**config.mk**
```make
export PLATFORM = sky130hd
export DESIGN_NAME = instr_fetch_unit
export DESIGN_NICKNAME = d
export VERILOG_FILES = /design/src/rtl/fetch_pkg.sv /design/src/rtl/next_pc_calc.sv /design/src/rtl/instr_fetch_unit.sv
export SDC_FILE = /design/constraint.sdc
export NUM_CORES = 1
export LEC_CHECK = 0
export ABC_AREA = 1
export BUFFER_PORTS_ARGS = -buffer_cell sky130_fd_sc_hd__buf_2
export CORE_UTILIZATION = 60
export DETAILED_ROUTE_END_ITERATION = 6
export GPL_ROUTABILITY_DRIVEN = 0
export PLACE_DENSITY = 0.87
export SLEW_MARGIN = 20
export SYNTH_ARGS = -nofsm -noshare
export SYNTH_HDL_FRONTEND = slang
export SYNTH_SLANG_ARGS = --single-unit
```
**constraint.sdc**
```tcl
create_clock -name clk -period 6.65 [get_ports clk]
set_clock_uncertainty 0.05 [all_clocks]
set_input_delay 0.3325 -clock clk [delete_from_list [all_inputs] [get_ports clk]]
set_output_delay 0.3325 -clock clk [all_outputs]
set_load 0.005 [all_outputs]
```
**src/rtl/fetch_pkg.sv**
```systemverilog
// Shared types and constants for the instruction fetch stage.
// The FAULT state only exists when FETCH_ALIGN_CHECK_EN is defined.
package fetch_pkg;

    localparam logic [31:0] FETCH_RESET_PC = 32'h0000_0000;
    localparam int          JUMP_FIELD_W   = 26;
    localparam int          IMM_W          = 16;

`ifdef FETCH_ALIGN_CHECK_EN
    typedef enum logic [1:0] {IDLE, REQ, HOLD, FAULT} fetch_state_t;
`else
    typedef enum logic [1:0] {IDLE, REQ, HOLD} fetch_state_t;
`endif

    // Branch offset: sign-extended word displacement turned into a byte offset.
    function automatic logic [31:0] branch_offset(input logic [IMM_W-1:0] imm);
        return {{(32-IMM_W-2){imm[IMM_W-1]}}, imm, 2'b00};
    endfunction

endpackage

```
**src/rtl/next_pc_calc.sv**
```systemverilog
// Combinational next-PC selection for the fetch stage: jr, then jump/jal,
// then taken bne, otherwise fall through to pc + 4.
module next_pc_calc
    import fetch_pkg::*;
(
    input  logic [31:0] pc,
    input  logic [31:0] instr,
    input  logic        ctrl_branch,
    input  logic        ctrl_jump,
    input  logic        ctrl_jr,
    input  logic        alu_zero,
    input  logic [31:0] rs_data,
    output logic [31:0] next_pc
);

    logic [31:0] pc_plus4;
    logic        unused_opcode;

    assign pc_plus4      = pc + 32'd4;
    assign unused_opcode = ^instr[31:JUMP_FIELD_W];

    always_comb begin
        next_pc = pc_plus4;
        if (ctrl_jr) begin
            next_pc = rs_data;
        end else if (ctrl_jump) begin
            next_pc = {pc_plus4[31:28], instr[JUMP_FIELD_W-1:0], 2'b00};
        end else if (ctrl_branch && !alu_zero) begin
            next_pc = pc_plus4 + branch_offset(instr[IMM_W-1:0]);
        end
    end

endmodule

```
**src/rtl/instr_fetch_unit.sv**
```systemverilog
// Instruction fetch stage: holds the PC, fetches one word at a time over
// req/ack, and hands it to the decoder over valid/ready.
// Optional misaligned-target trap: FETCH_ALIGN_CHECK_EN.
module instr_fetch_unit
    import fetch_pkg::*;
#(
    parameter logic [31:0] RESET_PC = FETCH_RESET_PC
) (
    input  logic        clk,
    input  logic        rst_n,
    output logic        imem_req,
    output logic [31:0] imem_addr,
    input  logic        imem_ack,
    input  logic [31:0] imem_rdata,
    output logic [31:0] instr,
    output logic        instr_valid,
    input  logic        instr_ready,
    output logic [31:0] pc,
    output logic [31:0] pc_plus4,
    input  logic        ctrl_branch,
    input  logic        ctrl_jump,
    input  logic        ctrl_jr,
    input  logic        alu_zero,
    input  logic [31:0] rs_data,
    output logic        fetch_fault
);

    fetch_state_t state;
    logic [31:0]  raw_next_pc;
    logic [31:0]  next_pc;

    next_pc_calc u_next_pc (
        .pc          (pc),
        .instr       (instr),
        .ctrl_branch (ctrl_branch),
        .ctrl_jump   (ctrl_jump),
        .ctrl_jr     (ctrl_jr),
        .alu_zero    (alu_zero),
        .rs_data     (rs_data),
        .next_pc     (raw_next_pc)
    );

    assign imem_addr = pc;

`ifdef FETCH_ALIGN_CHECK_EN
    logic misaligned;

    assign next_pc    = raw_next_pc;
    assign misaligned = |raw_next_pc[1:0];
`else
    // Without the trap, a misaligned target is silently rounded down to a word.
    logic unused_low_bits;

    assign next_pc         = {raw_next_pc[31:2], 2'b00};
    assign unused_low_bits = ^raw_next_pc[1:0];
    assign fetch_fault     = 1'b0;
`endif

    always_ff @(posedge clk or negedge rst_n) begin
        if (!rst_n) begin
            state       <= IDLE;
            pc          <= RESET_PC;
            pc_plus4    <= RESET_PC + 32'd4;
            instr       <= 32'h0;
            instr_valid <= 1'b0;
            imem_req    <= 1'b0;
`ifdef FETCH_ALIGN_CHECK_EN
            fetch_fault <= 1'b0;
`endif
        end else begin
            case (state)
                IDLE: begin
                    state    <= REQ;
                    imem_req <= 1'b1;
                end
                REQ: begin
                    if (imem_ack) begin
                        instr       <= imem_rdata;
                        instr_valid <= 1'b1;
                        imem_req    <= 1'b0;
                        state       <= HOLD;
                    end
                end
                HOLD: begin
                    if (instr_ready) begin
                        pc          <= next_pc;
                        pc_plus4    <= next_pc + 32'd4;
                        instr_valid <= 1'b0;
`ifdef FETCH_ALIGN_CHECK_EN
                        if (misaligned) begin
                            state       <= FAULT;
                            fetch_fault <= 1'b1;
                        end else begin
                            state    <= REQ;
                            imem_req <= 1'b1;
                        end
`else
                        state    <= REQ;
                        imem_req <= 1'b1;
`endif
                    end
                end
`ifdef FETCH_ALIGN_CHECK_EN
                FAULT: begin
                    state <= FAULT;
                end
`endif
                default: begin
                    state    <= IDLE;
                    imem_req <= 1'b0;
                end
            endcase
        end
    end

endmodule

```
After elaboration in Yosys (flattened, before gate mapping)
Index checks and enable logic that the tools add are counted.

word-level totals
  memory bits (read-only) = 0
  RAM bits = 0
  bits in latches = 0
  input port bits = 72
  logic and storage cells = 33
  output and inout port bits = 131
  memories kept = 0
  flip-flop bits (word level) = 98

operators by class
  div/mod/pow operators = 0
  mux-type cells = 12
  shift-type cells = 0
  bitwise logic cells = 0
  order comparisons = 0
  $mul = 0
  eq/ne operators = 4
  reductions and logical operators = 8
  add/subtract/negate cells = 3

operator list
  operator                                       count
  two-way mux 32 bit                             3
  adder 32 x 3 -> 32 bit, second input constant  2
  adder 32 bit                                   1
  one-hot mux 2 bit (3 select lines)             1
  AND reduction 2 bit                            3
  two-way mux 1 bit                              4
  two-way mux 2 bit                              2
  inequality test 2 bit, second input constant   2
  one-hot mux 1 bit (3 select lines)             1
  AND reduction 3 bit                            1
  == test 2 x 1 -> 1 bit, second input constant  1
  == test 2 bit, second input constant           1
  zero test 2 bit                                1
  one-hot mux 1 bit (2 select lines)             1
  nonzero test 2 bit                             1
  logical AND 1 bit                              1
  zero test 1 bit                                1

Depth between registers and ports, before layout
Gate-level depths: netlist of run 1.

  word-level depth = 6
  gate-level depth with buffers = 34
  gate-level depth less buffers = 33

By module
Synthesis of run 1 repeated with hierarchy kept, for this count alone.

unflattened totals
  cell total of the unflattened synthesis = 1,420
  area total of the unflattened synthesis = 9,027.4 um2

by module, submodules not included
  module            sequential area each (um2)  cells each  instances  area an instance (um2)
  instr_fetch_unit  2,378.5                     536         1          4,793.3
  next_pc_calc      0.0                         884         1          4,234.1

Least setup slack after synthesis of run 1
No wires, ideal clock.

  path kind = register -> register
  start = register pc[3] (netlist: imem_addr[3])
  end = register pc_plus4[26]
  required time = 6.475 ns
  period minus slack after synthesis = 3.432 ns
  path slack = 3.218 ns
  cell stages (with the launch flop) = 29
  arrival = 3.257 ns
  library setup time = 0.125 ns
  cells stage by stage = dfrtp_1 > ha_1 > buf_4 > nand2_1 > nor2_2 > nand2_1 > inv_2 > nand2_2 > inv_1 > nand2_1 > and2_1 > ha_1 > nand2_1 > inv_2 > nand2_1 > nor3_1 > nand2_1 > nand3b_1 > nand3_1 > nand2_1 > nand2_1 > nor2_1 > inv_1 > nor2_1 > nand3_4 > nor2_4 > nand3b_1 > nand2_1 > o21ai_1

between the ends
  cells in the longest elaborated chain, start to end = 6

RTL lines
  element                   RTL line                text
  start: declaration        instr_fetch_unit.sv:18  output logic [31:0] pc,
  start signal: assignment  instr_fetch_unit.sv:86  pc <= next_pc;
  adder 32 x 3 -> 32 bit *  next_pc_calc.sv:19      assign pc_plus4 = pc + 32'd4;
  adder 32 bit              next_pc_calc.sv:29      next_pc = pc_plus4 + branch_offset(instr[IMM_W-1:0]);
  two-way mux 32 bit *      next_pc_calc.sv:28      end else if (ctrl_branch && !alu_zero) begin
  two-way mux 32 bit *      next_pc_calc.sv:26      end else if (ctrl_jump) begin
  two-way mux 32 bit *      next_pc_calc.sv:24      if (ctrl_jr) begin
  adder 32 x 3 -> 32 bit *  instr_fetch_unit.sv:87  pc_plus4 <= next_pc + 32'd4;
  end signal: assignment    instr_fetch_unit.sv:63  pc_plus4 <= RESET_PC + 32'd4;
  end signal: assignment    instr_fetch_unit.sv:87
  end: declaration          instr_fetch_unit.sv:19  output logic [31:0] pc_plus4,

Every way passes the cells marked *; elsewhere a longest branch is shown, timed or not.
A chain may end at the register's enable or synchronous reset.

Worst setup path in the final report of run 1
  start = register pc[2] (netlist: imem_addr[2])
  end = register pc_plus4[26]

Same word-level chain as after synthesis.

==> impl_metrics.tcl, run 1 <==
set metrics [dict create \
    antenna_found_initial 0 \
    crit_fanout 13 \
    arrival_ps 4880 \
    endpoint "pc_plus4[26]" \
    grt_pass1_vias 9015 \
    initial_core_util_pct 61.8 \
    yosysTopAreaCellShare_pct 26.1 \
    seq_power_share_pct 24.2 \
    wl_per_cell_um 15.7 \
    async_reset_ff_share_pct 100 \
    fmax_mhz 213 \
    ios 203 \
    tightestPinTransition_ps 1080 \
    ir_drop_mv 0.297 \
    startpoint_type "flip-flop" \
    vias 9923 \
    num_antenna_cells 0 \
    synth_cell_types 49 \
    clock_sinks 95 \
    critical_path_class "flip-flop to flip-flop" \
    clk_pin_slew_ps 70 \
    grt_usage_pct 35.9 \
    std_cell_rows 44 \
    synth_seq_cells 95 \
    crit_top_cell "nand2_1" \
    yosysTopAreaCell "dfrtp_1" \
    crit_start "imem_addr[2]" \
    switching_share_pct 52.7 \
    stdcell_count 1764 \
    htreeDepth 3 \
    first_iter_violations 1329 \
    core_area_um2 14600 \
    io_buffers 193 \
    setup-tns-final_ps 0 \
    clock-root-buffer "clkbuf_16" \
    fin_crit_sh_pct 70.6 \
    power_density_nw_per_um2 496 \
    p_switching_uw 2650 \
    use_met3_pct 4.12 \
    use_met1_pct 49.0 \
    final_nets 1684 \
    grt_max_degree 59 \
    reg2reg_to "pc_plus4[26]" \
    ys_seq_area_share_pct 26.4 \
    syn_area_per_cell_um2 6.31 \
    synth_common_cells "nand2_1 (488), inv_1 (207), nand3_1 (115), nor2_1 (115), dfrtp_1 (94)" \
    p_comb_share_pct 65.0 \
    syn_to_final_growth_pct 12.6 \
    ant_nets 0 \
    routed_wl_um 27600 \
    cp_slowest_cell "dfrtp_1" \
    via_per_inst 5.63 \
    outcome "finished clean" \
    die_h_um 125 \
    cts_tree "done" \
    hold_violations 0 \
    worstPathRequired_ps 6830 \
    utilization_pct 69.6 \
    worstHoldPathCells 2 \
    first_pass_iters 6 \
    synth_ff_type "dfrtp_1" \
    dieArea_um2 15500 \
    synth_area_leaders "dfrtp_1 (26%), nand2_1 (20%), inv_1 (8.6%)" \
    yosysMostFrequentCell "nand2_1" \
    p_leak_uw 0.00563 \
    layout_min_cycle_time_ps 4690 \
    syn_area_um2 9010 \
    clockBufferDepth 2 \
    synthCells 1428 \
    grt_first_pass_wirelength_um 44600 \
    drv_cap 0 \
    relSlewSlack_pct 28.0 \
    rsz0062_at_grt "false" \
    dpl.hpwl_um 21500 \
    clk_latency_ps 350 \
    synth-warning-count 0 \
    gr-total-overflow 0 \
    top_usage_layer "met2" \
    synth_edf_count 0 \
    use_met2_pct 57.8 \
    rr_startpoint "imem_addr[2]" \
    drc_errors 0 \
    setup_viol 0 \
    reg2regPathDepth 27 \
    rrSetupSlack_ps 1960 \
    drive_above_1_share_pct 19.6 \
    placedCellCount 1747 \
    endpoint_kind "flip-flop" \
    postCtsSetupBuffers 0 \
    max_stage_delay_ps 670 \
    hold_path_class "primary input to flip-flop" \
    slew_viol_final 0 \
    p_int_uw 2380 \
    clkPwrFrac_pct 10.8 \
    cts_made_buffers 9 \
    fp.dieW_um 125 \
]
-- cells by family (layout without fill, tap and decap cells) --
group,count (synthesis),in the layout,synth area share (%)
buffers and inverters,283,429,13.7
flip-flops,95,95,26.4
AND/OR/NAND/NOR,821,821,39.8
adder cells (fa/ha/maj),37,37,5.22
other,1,7,0.0416
AO/OA/AOI/OAI,145,145,9.50
XOR/XNOR,17,17,1.65
multiplexers,29,29,3.62
-- through the flow --
step	setup WS (ps)	hold WS, ps	cell area [um^2]	power (uW)
after floorplan	3220	-13.1	9030	3470
after global placement	2240	273	9840	4270
after detailed placement	2120	271	9840	4380
after CTS	2090	123	10200	4960
after global routing	1640	138	10200	5490
final	1960	127	10200	5040
-- final cells by class --
type                       count  area (um^2)
multi-input combinational   1056         5430
timing repair buffer         197         1000
clock inverter                 7         78.8
clock buffer                   9          225
fill                        1237         4440
sequential                    95         2380
inverter                     216          812
tap                          184          230
-- worst min-delay path by stage --
stage | from | endpoint | slack, ps
after global placement | rst_n | instr[29] | 270
final | imem_ack | state[0] | 130
after detailed placement | rst_n | state[1] | 270
after CTS | imem_ack | state[0] | 120
after global routing | imem_ack | state[0] | 140
after floorplan | rst_n | imem_addr[10] | -10
-- critical path, delay by kind of cell, from the launching register on --
family | cells | cell delay, ps
buffers and inverters | 4 | 400
adder cells (fa/ha/maj) | 2 | 800
AND/OR/NAND/NOR | 20 | 2560
AO/OA/AOI/OAI | 1 | 60
flip-flops | 1 | 670
-- cell usage in the layout (no fill, tap or decap), types with 3 or more instances in the layout --
cell       instances
a21oi_1           56
a21oi_4            6
and2_1             8
buf_2            192
buf_4              4
clkbuf_16          9
clkinv_2           3
conb_1             7
dfrtp_1           94
ha_1              36
inv_1            206
inv_2              9
mux2_2            29
nand2_1          488
nand2_2            8
nand3_1          114
nand3_2            4
nand3b_1          12
nand4_1           25
nand4_2            3
nor2_1           114
nor2_2            10
nor2_4             9
nor3_1            10
nor4_1             3
o21ai_0           55
o21ai_1           10
o21bai_1           4
or2_2              8
xnor2_1            4
xor2_1            13
-- flip-flops by register name (all words and copies together), names as in the netlist --
signal / flops
instr: 32
imem_addr: 30
pc_plus4: 30
state: 2
instr_valid: 1
-- layer usage --
metal / share of wire, % / vias up
met5: 0 / -
met4: 3.7 / 0
met3: 9.3 / 77
met2: 45 / 552
met1: 42 / 4534
li1: - / 4760
-- timing repair --
action | in CTS | in global routing
gates resized for setup | 0 | 0
hold buffers | 1 | 0
hold endpoints to repair | 37 | 0
-- power groups by stage --
stage	Clock (uW)	Sequential [uW]	Combinational, uW
floorplan	0	1130	2340
CTS	550	1200	3210
finish	544	1220	3270
global placement	0	1200	3070
global route	579	1250	3660
detailed placement	0	1200	3180
No activity file was read; power rests on OpenSTA's default activity.
==> inputs of run 2 (changes only) <==
--- a/config.mk
+++ b/config.mk
@@ -5,12 +5,12 @@
 export SDC_FILE = /design/constraint.sdc
 export NUM_CORES = 1
 export LEC_CHECK = 0
-export ABC_AREA = 1
+export ABC_AREA = 0
 export BUFFER_PORTS_ARGS = -buffer_cell sky130_fd_sc_hd__buf_2
-export CORE_UTILIZATION = 60
+export CORE_UTILIZATION = 49
 export DETAILED_ROUTE_END_ITERATION = 6
 export GPL_ROUTABILITY_DRIVEN = 0
-export PLACE_DENSITY = 0.87
+export PLACE_DENSITY = 0.78
 export SLEW_MARGIN = 20
 export SYNTH_ARGS = -nofsm -noshare
 export SYNTH_HDL_FRONTEND = slang
==> constraint.sdc (replaced) <==
create_clock -name clk -period 4.3 [get_ports clk]
set_clock_uncertainty 0.05 [all_clocks]
set_input_delay 0.215 -clock clk [delete_from_list [all_inputs] [get_ports clk]]
set_output_delay 0.215 -clock clk [all_outputs]
set_load 0.005 [all_outputs]
==> run 2 against run 1 <==
Effect of this change: sequential share of layout area shrank 0.11 points; final cell count shrank 20%; the run now ends with DRC, setup timing left; non-clock buffer count grew 120; highest routed layer unchanged; critical endpoint is now pc_plus4[30]; core utilization shrank 3.4 points; via count shrank 15%; synthesized cell count shrank 35%; final area grew 0.59%; global-route usage shrank 4.7 points; setup slack lost 2000 ps; sequential power grew 45%.
==> impl_metrics.tcl, run 2 <==
set metrics [dict create \
    synth_seq_cells 95 \
    placedCellCount 1372 \
    antenna_found_initial 0 \
    relSlewSlack_pct 25.5 \
    multiInputGateArea_um2 5300 \
    first_iter_violations 776 \
    cp_cell_sequence "nand4_4 -> buf_4 -> nor4_2 -> xnor2_1 -> ha_1 -> nand4_1 -> nor4_1 -> buf_4 -> nand3_1 -> nand2_1 -> o2111ai_1 -> a311oi_2 -> nand4bb_1 -> nor4_2 -> buf_4 -> a311o_1 -> nand3_1" \
    ir_drop_mv 0.463 \
    grt_usage_pct 31.2 \
    final_nets 1298 \
    num_antenna_cells 0 \
    synthAdderAreaFrac_pct 5.99 \
    hp-start "imem_rdata[23]" \
    syn_to_final_growth_pct 30.0 \
    critical_path_class "flip-flop to flip-flop" \
    std_cell_rows 45 \
    largest_reg_flops 32 \
    place_ws_ps 78.8 \
    synth_area_leaders "dfrtp_1 (30%), nand2_1 (6.1%), ha_1 (5.7%)" \
    seq_power_share_pct 21.2 \
    synthCells 935 \
    clock-root-buffer "clkbuf_16" \
    synth_xor_area_share_pct 6.13 \
    p_leak_uw 0.00480 \
    vias 8459 \
    holdPathEnd "instr[23]" \
    grt_max_degree 74 \
    fin_crit_sh_pct 100 \
    die_h_um 129 \
    cts_tree "done" \
    layout_min_cycle_time_ps 4320 \
    slew_viol_final 0 \
    routed_wl_um 26600 \
    synth-simple-area-share_pct 23.2 \
    syn_area_um2 7860 \
    ant_nets 0 \
    startpoint_type "flip-flop" \
    synth_compound_area_share_pct 21.8 \
    synth_ff_type "dfrtp_1" \
    drv_cap 0 \
    clk_pin_slew_ps 70 \
    setup_viol 2 \
    switching_share_pct 46.8 \
    p_comb_share_pct 68.7 \
    layout_setup_ws_ps -16.0 \
    async_reset_ff_share_pct 100 \
    synth-warning-count 0 \
    hold_violations 0 \
    gr-total-overflow 0 \
    clock_sinks 95 \
    core_area_um2 15400 \
    largest_register "instr" \
    p_switching_uw 3910 \
    endpoint_kind "flip-flop" \
    rr_startpoint "imem_addr[6]" \
    utilization_pct 66.2 \
    crit_top_cell "buf_4" \
    grt_pass1_vias 7550 \
    reg2reg_to "pc_plus4[30]" \
    cts_made_buffers 9 \
    yosysTopAreaCell "dfrtp_1" \
    clockBufferDepth 2 \
    synth_mux_area_share_pct 5.91 \
    syn_area_per_cell_um2 8.40 \
    initial_core_util_pct 50.9 \
    drc_errors 2 \
    yosysMostFrequentCell "nand2_1" \
    layout.cells.most_common "buf_2" \
    via_per_inst 6.02 \
    dpl.hpwl_um 19700 \
    max_stage_delay_ps 440 \
    tightestPinTransition_ps 1110 \
    stdcell_count 1405 \
    ios 203 \
    final_cell_mix "buf_2 (192), nand2_1 (126), buf_4 (123)" \
    clkPwrFrac_pct 10.1 \
    outcome "complete, but fails checks" \
    nFillCells 1274 \
    setup-tns-final_ps -31.2 \
    cp_slowest_cell "ha_1" \
    seq_area_um2 2380 \
    io_buffers 193 \
    wl_per_cell_um 18.9 \
    clk_latency_ps 350 \
    rrSetupSlack_ps -20 \
    arrival_ps 4500 \
    dieArea_um2 16500 \
    htreeDepth 3 \
    grt_first_pass_wirelength_um 39500 \
    total_power_uw 8350 \
    p_int_uw 4440 \
    reg2regPathDepth 17 \
    synth_cell_types 81 \
    hold_path_class "primary input to flip-flop" \
    fmax_mhz 232 \
    synth_common_cells "nand2_1 (127), dfrtp_1 (94), o21ai_0 (67)" \
    violations "DRC, setup timing" \
    synth_edf_count 0 \
    drive_above_1_share_pct 37.2 \
    ys_seq_area_share_pct 30.3 \
    yosysTopAreaCellShare_pct 29.9 \
    worstPathRequired_ps 4480 \
    fp.dieW_um 129 \
    power_density_nw_per_um2 818 \
    synth_top_family_by_area "simple AND/OR/NAND/NOR gates" \
    crit_fanout 7 \
    first_pass_iters 7 \
    worstHoldPathCells 2 \
]
## run 2: worst max path at each step
stage          slack (ps)    startpoint  cells past startpoint           end
2_1_floorplan         110  imem_addr[2]                     19  pc_plus4[31]
3_3_place_gp          140  imem_addr[2]                     18  pc_plus4[28]
3_5_place_dp           80  imem_addr[6]                     17  pc_plus4[23]
4_1_cts                30  imem_addr[6]                     17  pc_plus4[29]
5_1_grt               -90  imem_addr[6]                     16  pc_plus4[30]
6_report              -20  imem_addr[6]                     17  pc_plus4[30]
## run 2: cell families after synthesis
family,after synthesis
XOR/XNOR,55
AND/OR/NAND/NOR,351
other,1
AO/OA/AOI/OAI,258
adder cells (fa/ha/maj),37
buffers and inverters,96
multiplexers,42
flip-flops,95
## run 2: area by class of cell
cell class | instances | area share (%)
clock buffer | 11 | 2.38
clock inverter | 5 | 0.637
inverter | 16 | 0.588
multi-input combinational | 750 | 51.9
sequential | 95 | 23.3
tap | 211 | 2.59
timing repair buffer | 317 | 18.6
## run 2: power groups by stage
stage	registers (uW)	clock network, uW	logic [uW]
3_5_place_dp	1750	0	5230
2_1_floorplan	1790	0	3240
4_1_cts	1740	850	5270
5_1_grt	1820	888	6190
6_report	1770	843	5740
3_3_place_gp	1740	0	5120
## run 2: metal layers
metal  global-route usage (%)  up-vias  part of all wire, %
met5                        0        -                    0
met4                     15.4        0                  4.3
met3                     5.45      100                  9.2
met2                     48.6      467                   45
met1                     41.9     3996                   41
li1                         -     3896                    -
## run 2: through the flow
step                      instance area [um^2]  hold slack (ps)
after detailed placement                  9460              248
after floorplan                           7880             -131
after global placement                    9460              249
final                                    10200             37.8
after global routing                     10200             35.3
after CTS                                 9790             35.7
## run 2: repair_timing
item | 4_1_cts | 5_1_grt
hold buffers | 2 | 0
setup buffers | 0 | 15
endpoints found under the hold margin | 53 | 0
gates resized for setup | 0 | 66
endpoints found under the setup margin | 0 | 19
## run 2: critical path, delay by kind of cell (launching register included)
kind                     cells  cell delay [ps]
flip-flops                   1              410
AO/OA/AOI/OAI                3              700
buffers and inverters        3              590
adder cells (fa/ha/maj)      1              440
XOR/XNOR                     1              230
AND/OR/NAND/NOR              9             1740
==> inputs of run 3 (changes only) <==
--- a/config.mk
+++ b/config.mk
@@ -7,11 +7,12 @@
 export LEC_CHECK = 0
 export ABC_AREA = 0
 export BUFFER_PORTS_ARGS = -buffer_cell sky130_fd_sc_hd__buf_2
-export CORE_UTILIZATION = 49
+export CORE_UTILIZATION = 54
 export DETAILED_ROUTE_END_ITERATION = 6
 export GPL_ROUTABILITY_DRIVEN = 0
-export PLACE_DENSITY = 0.78
+export PLACE_DENSITY = 0.82
 export SLEW_MARGIN = 20
 export SYNTH_ARGS = -nofsm -noshare
 export SYNTH_HDL_FRONTEND = slang
+export SYNTH_HIERARCHICAL = 1
 export SYNTH_SLANG_ARGS = --single-unit
==> constraint.sdc (replaced) <==
create_clock -name clk -period 4.6 [get_ports clk]
set_clock_uncertainty 0.05 [all_clocks]
set_input_delay 0.23 -clock clk [delete_from_list [all_inputs] [get_ports clk]]
set_output_delay 0.23 -clock clk [all_outputs]
set_load 0.005 [all_outputs]
==> run 3 against run 2 <==
Effect of this change: the run now ends clean; area after synthesis fell by 3.0%; combinational power down 5.9%; first-iteration DRC count down 33%; fmax is 5.4% lower; wire length decreased by 12%; non-clock buffer count down 33; power is 5.5% lower; final area decreased by 6.0%; die area decreased by 12%; sequential cell count stayed put; core utilization grew 3.2 points; highest routed layer unchanged.
==> impl_metrics.tcl, run 3 <==
set metrics [dict create \
    worstPathRequired_ps 4760 \
    syn_area_per_cell_um2 8.91 \
    layout_min_cycle_time_ps 4560 \
    largest_register "instr" \
    ios 203 \
    via_per_inst 6.02 \
    grt_usage_pct 30.8 \
    first_pass_iters 5 \
    cts_tree "done" \
    fin_crit_sh_pct 99.1 \
    holdPathEnd "state[0]" \
    total_power_uw 7890 \
    htreeDepth 3 \
    clockBufferDepth 2 \
    utilization_pct 69.4 \
    setup_viol 0 \
    dieArea_um2 14600 \
    clock-root-buffer "clkbuf_16" \
    synthCells 855 \
    rsz0062_at_grt "true" \
    largest_reg_flops 32 \
    tightestPinTransition_ps 973 \
    ant_nets 0 \
    worstHoldPathCells 2 \
    synth-warning-count 6 \
    routed_wl_um 23300 \
    hold_violations 0 \
    grt_pass1_vias 7072 \
    fmax_mhz 219 \
    core_area_um2 13800 \
    antenna_found_initial 2 \
    multiInputGateArea_um2 4960 \
    slew_viol_final 0 \
    clk_latency_ps 360 \
    arrival_ps 4720 \
    grt_first_pass_wirelength_um 34800 \
    layout.cells.most_common "buf_2" \
    reg2reg_to "pc_plus4[31]" \
    reg2regPathDepth 17 \
    ir_drop_mv 0.584 \
    fp.dieW_um 121 \
    power_density_nw_per_um2 822 \
    dpl.hpwl_um 16800 \
    seq_area_um2 2380 \
    initial_core_util_pct 55.1 \
    crit_start "imem_addr[2]" \
    cts_made_buffers 9 \
    syn_area_um2 7620 \
    clk_pin_slew_ps 70 \
    p_leak_uw 0.00452 \
    gr-total-overflow 0 \
    hold_path_class "primary input to flip-flop" \
    grt_max_degree 93 \
    std_cell_rows 43 \
    wl_per_cell_um 18.5 \
    startpoint_type "flip-flop" \
    endpoint_kind "flip-flop" \
    rr_startpoint "imem_addr[2]" \
    drv_cap 0 \
    syn_to_final_growth_pct 26.1 \
    nFillCells 1018 \
    rrSetupSlack_ps 40 \
    first_iter_violations 522 \
    final_cell_mix "buf_2 (192), nand2_1 (116), dfrtp_1 (94)" \
    crit_fanout 4 \
    drc_errors 0 \
    hp-start "imem_ack" \
    drive_above_1_share_pct 39.4 \
    relSlewSlack_pct 35.1 \
    outcome "finished clean" \
    die_h_um 121 \
    critical_path_class "flip-flop to flip-flop" \
    vias 7609 \
    clock_sinks 95 \
    final_nets 1188 \
    io_buffers 193 \
]
run 3: layout make-up:
type                            instances  area share, %
Clock inverter                          5          0.925
Multi-Input combinational cell        675           51.7
Clock buffer                           11           2.53
Inverter                               12          0.469
Timing Repair Buffer                  284           17.2
Sequential cell                        95           24.8
Antenna cell                            1         0.0261
Tap cell                              180           2.35
run 3: metrics by stage:
stage | TNS [ps] | setup slack, ps | hold slack (ps) | instance area, um^2 | cells
final | 0 | 39.4 | 42.4 | 9600 | 1263
after global routing | -424 | -137 | 34.5 | 9600 | 1262
after CTS | 0 | 8.92 | 32.4 | 9250 | 1249
after detailed placement | -300 | -128 | 318 | 8880 | 1232
after global placement | -13.2 | -11.8 | 319 | 8880 | 1232
after floorplan | 0 | 70.7 | -116 | 7640 | 861
run 3: layer usage:
| metal | vias up | wire length (um) | GRT usage, % |
|---|---|---|---|
| met3 | 93 | 1940 | 6.37 |
| li1 | 3500 | - | - |
| met4 | 0 | 1100 | 16.0 |
| met2 | 442 | 11200 | 53.1 |
| met5 | - | 0 | 0 |
| met1 | 3574 | 9020 | 36.1 |
run 3: worst max path at each step:
stage                    to  slack, ps  cells past startpoint
3_3_place_gp   pc_plus4[30]        -10                     19
5_1_grt        pc_plus4[31]       -140                     20
2_1_floorplan  pc_plus4[31]         70                     20
3_5_place_dp   pc_plus4[30]       -130                     20
4_1_cts        pc_plus4[30]          9                     20
6_report       pc_plus4[31]         40                     17
run 3: where the power goes:
group / switching, uW / leakage (uW) / total, uW / internal, uW
registers: 394 / 0.00115 / 1640 / 1250
clock network: 351 / 0.000162 / 849 / 499
logic: 2910 / 0.00320 / 5400 / 2500
run 3: repair_timing:
item / in CTS / in global routing
endpoints found under the hold margin: 61 / 0
endpoints found under the setup margin: 13 / 15
pin swaps: 2 / 21
setup buffers: 0 / 13
resized for setup: 10 / 50
hold buffers: 1 / 0
run 3: critical path: stages (launching register included):
cell	delay, ps
dfrtp_1	420
ha_1	300
xor2_1	190
ha_1	390
buf_4	160
nand4_1	150
a211o_2	380
buf_4	150
a31oi_1	290
nor2_1	130
o2bb2ai_1	200
o41ai_1	130
a21oi_2	240
nand3_4	100
or4_4	580
nor4_4	320
xnor2_1	160
o21ai_1	70
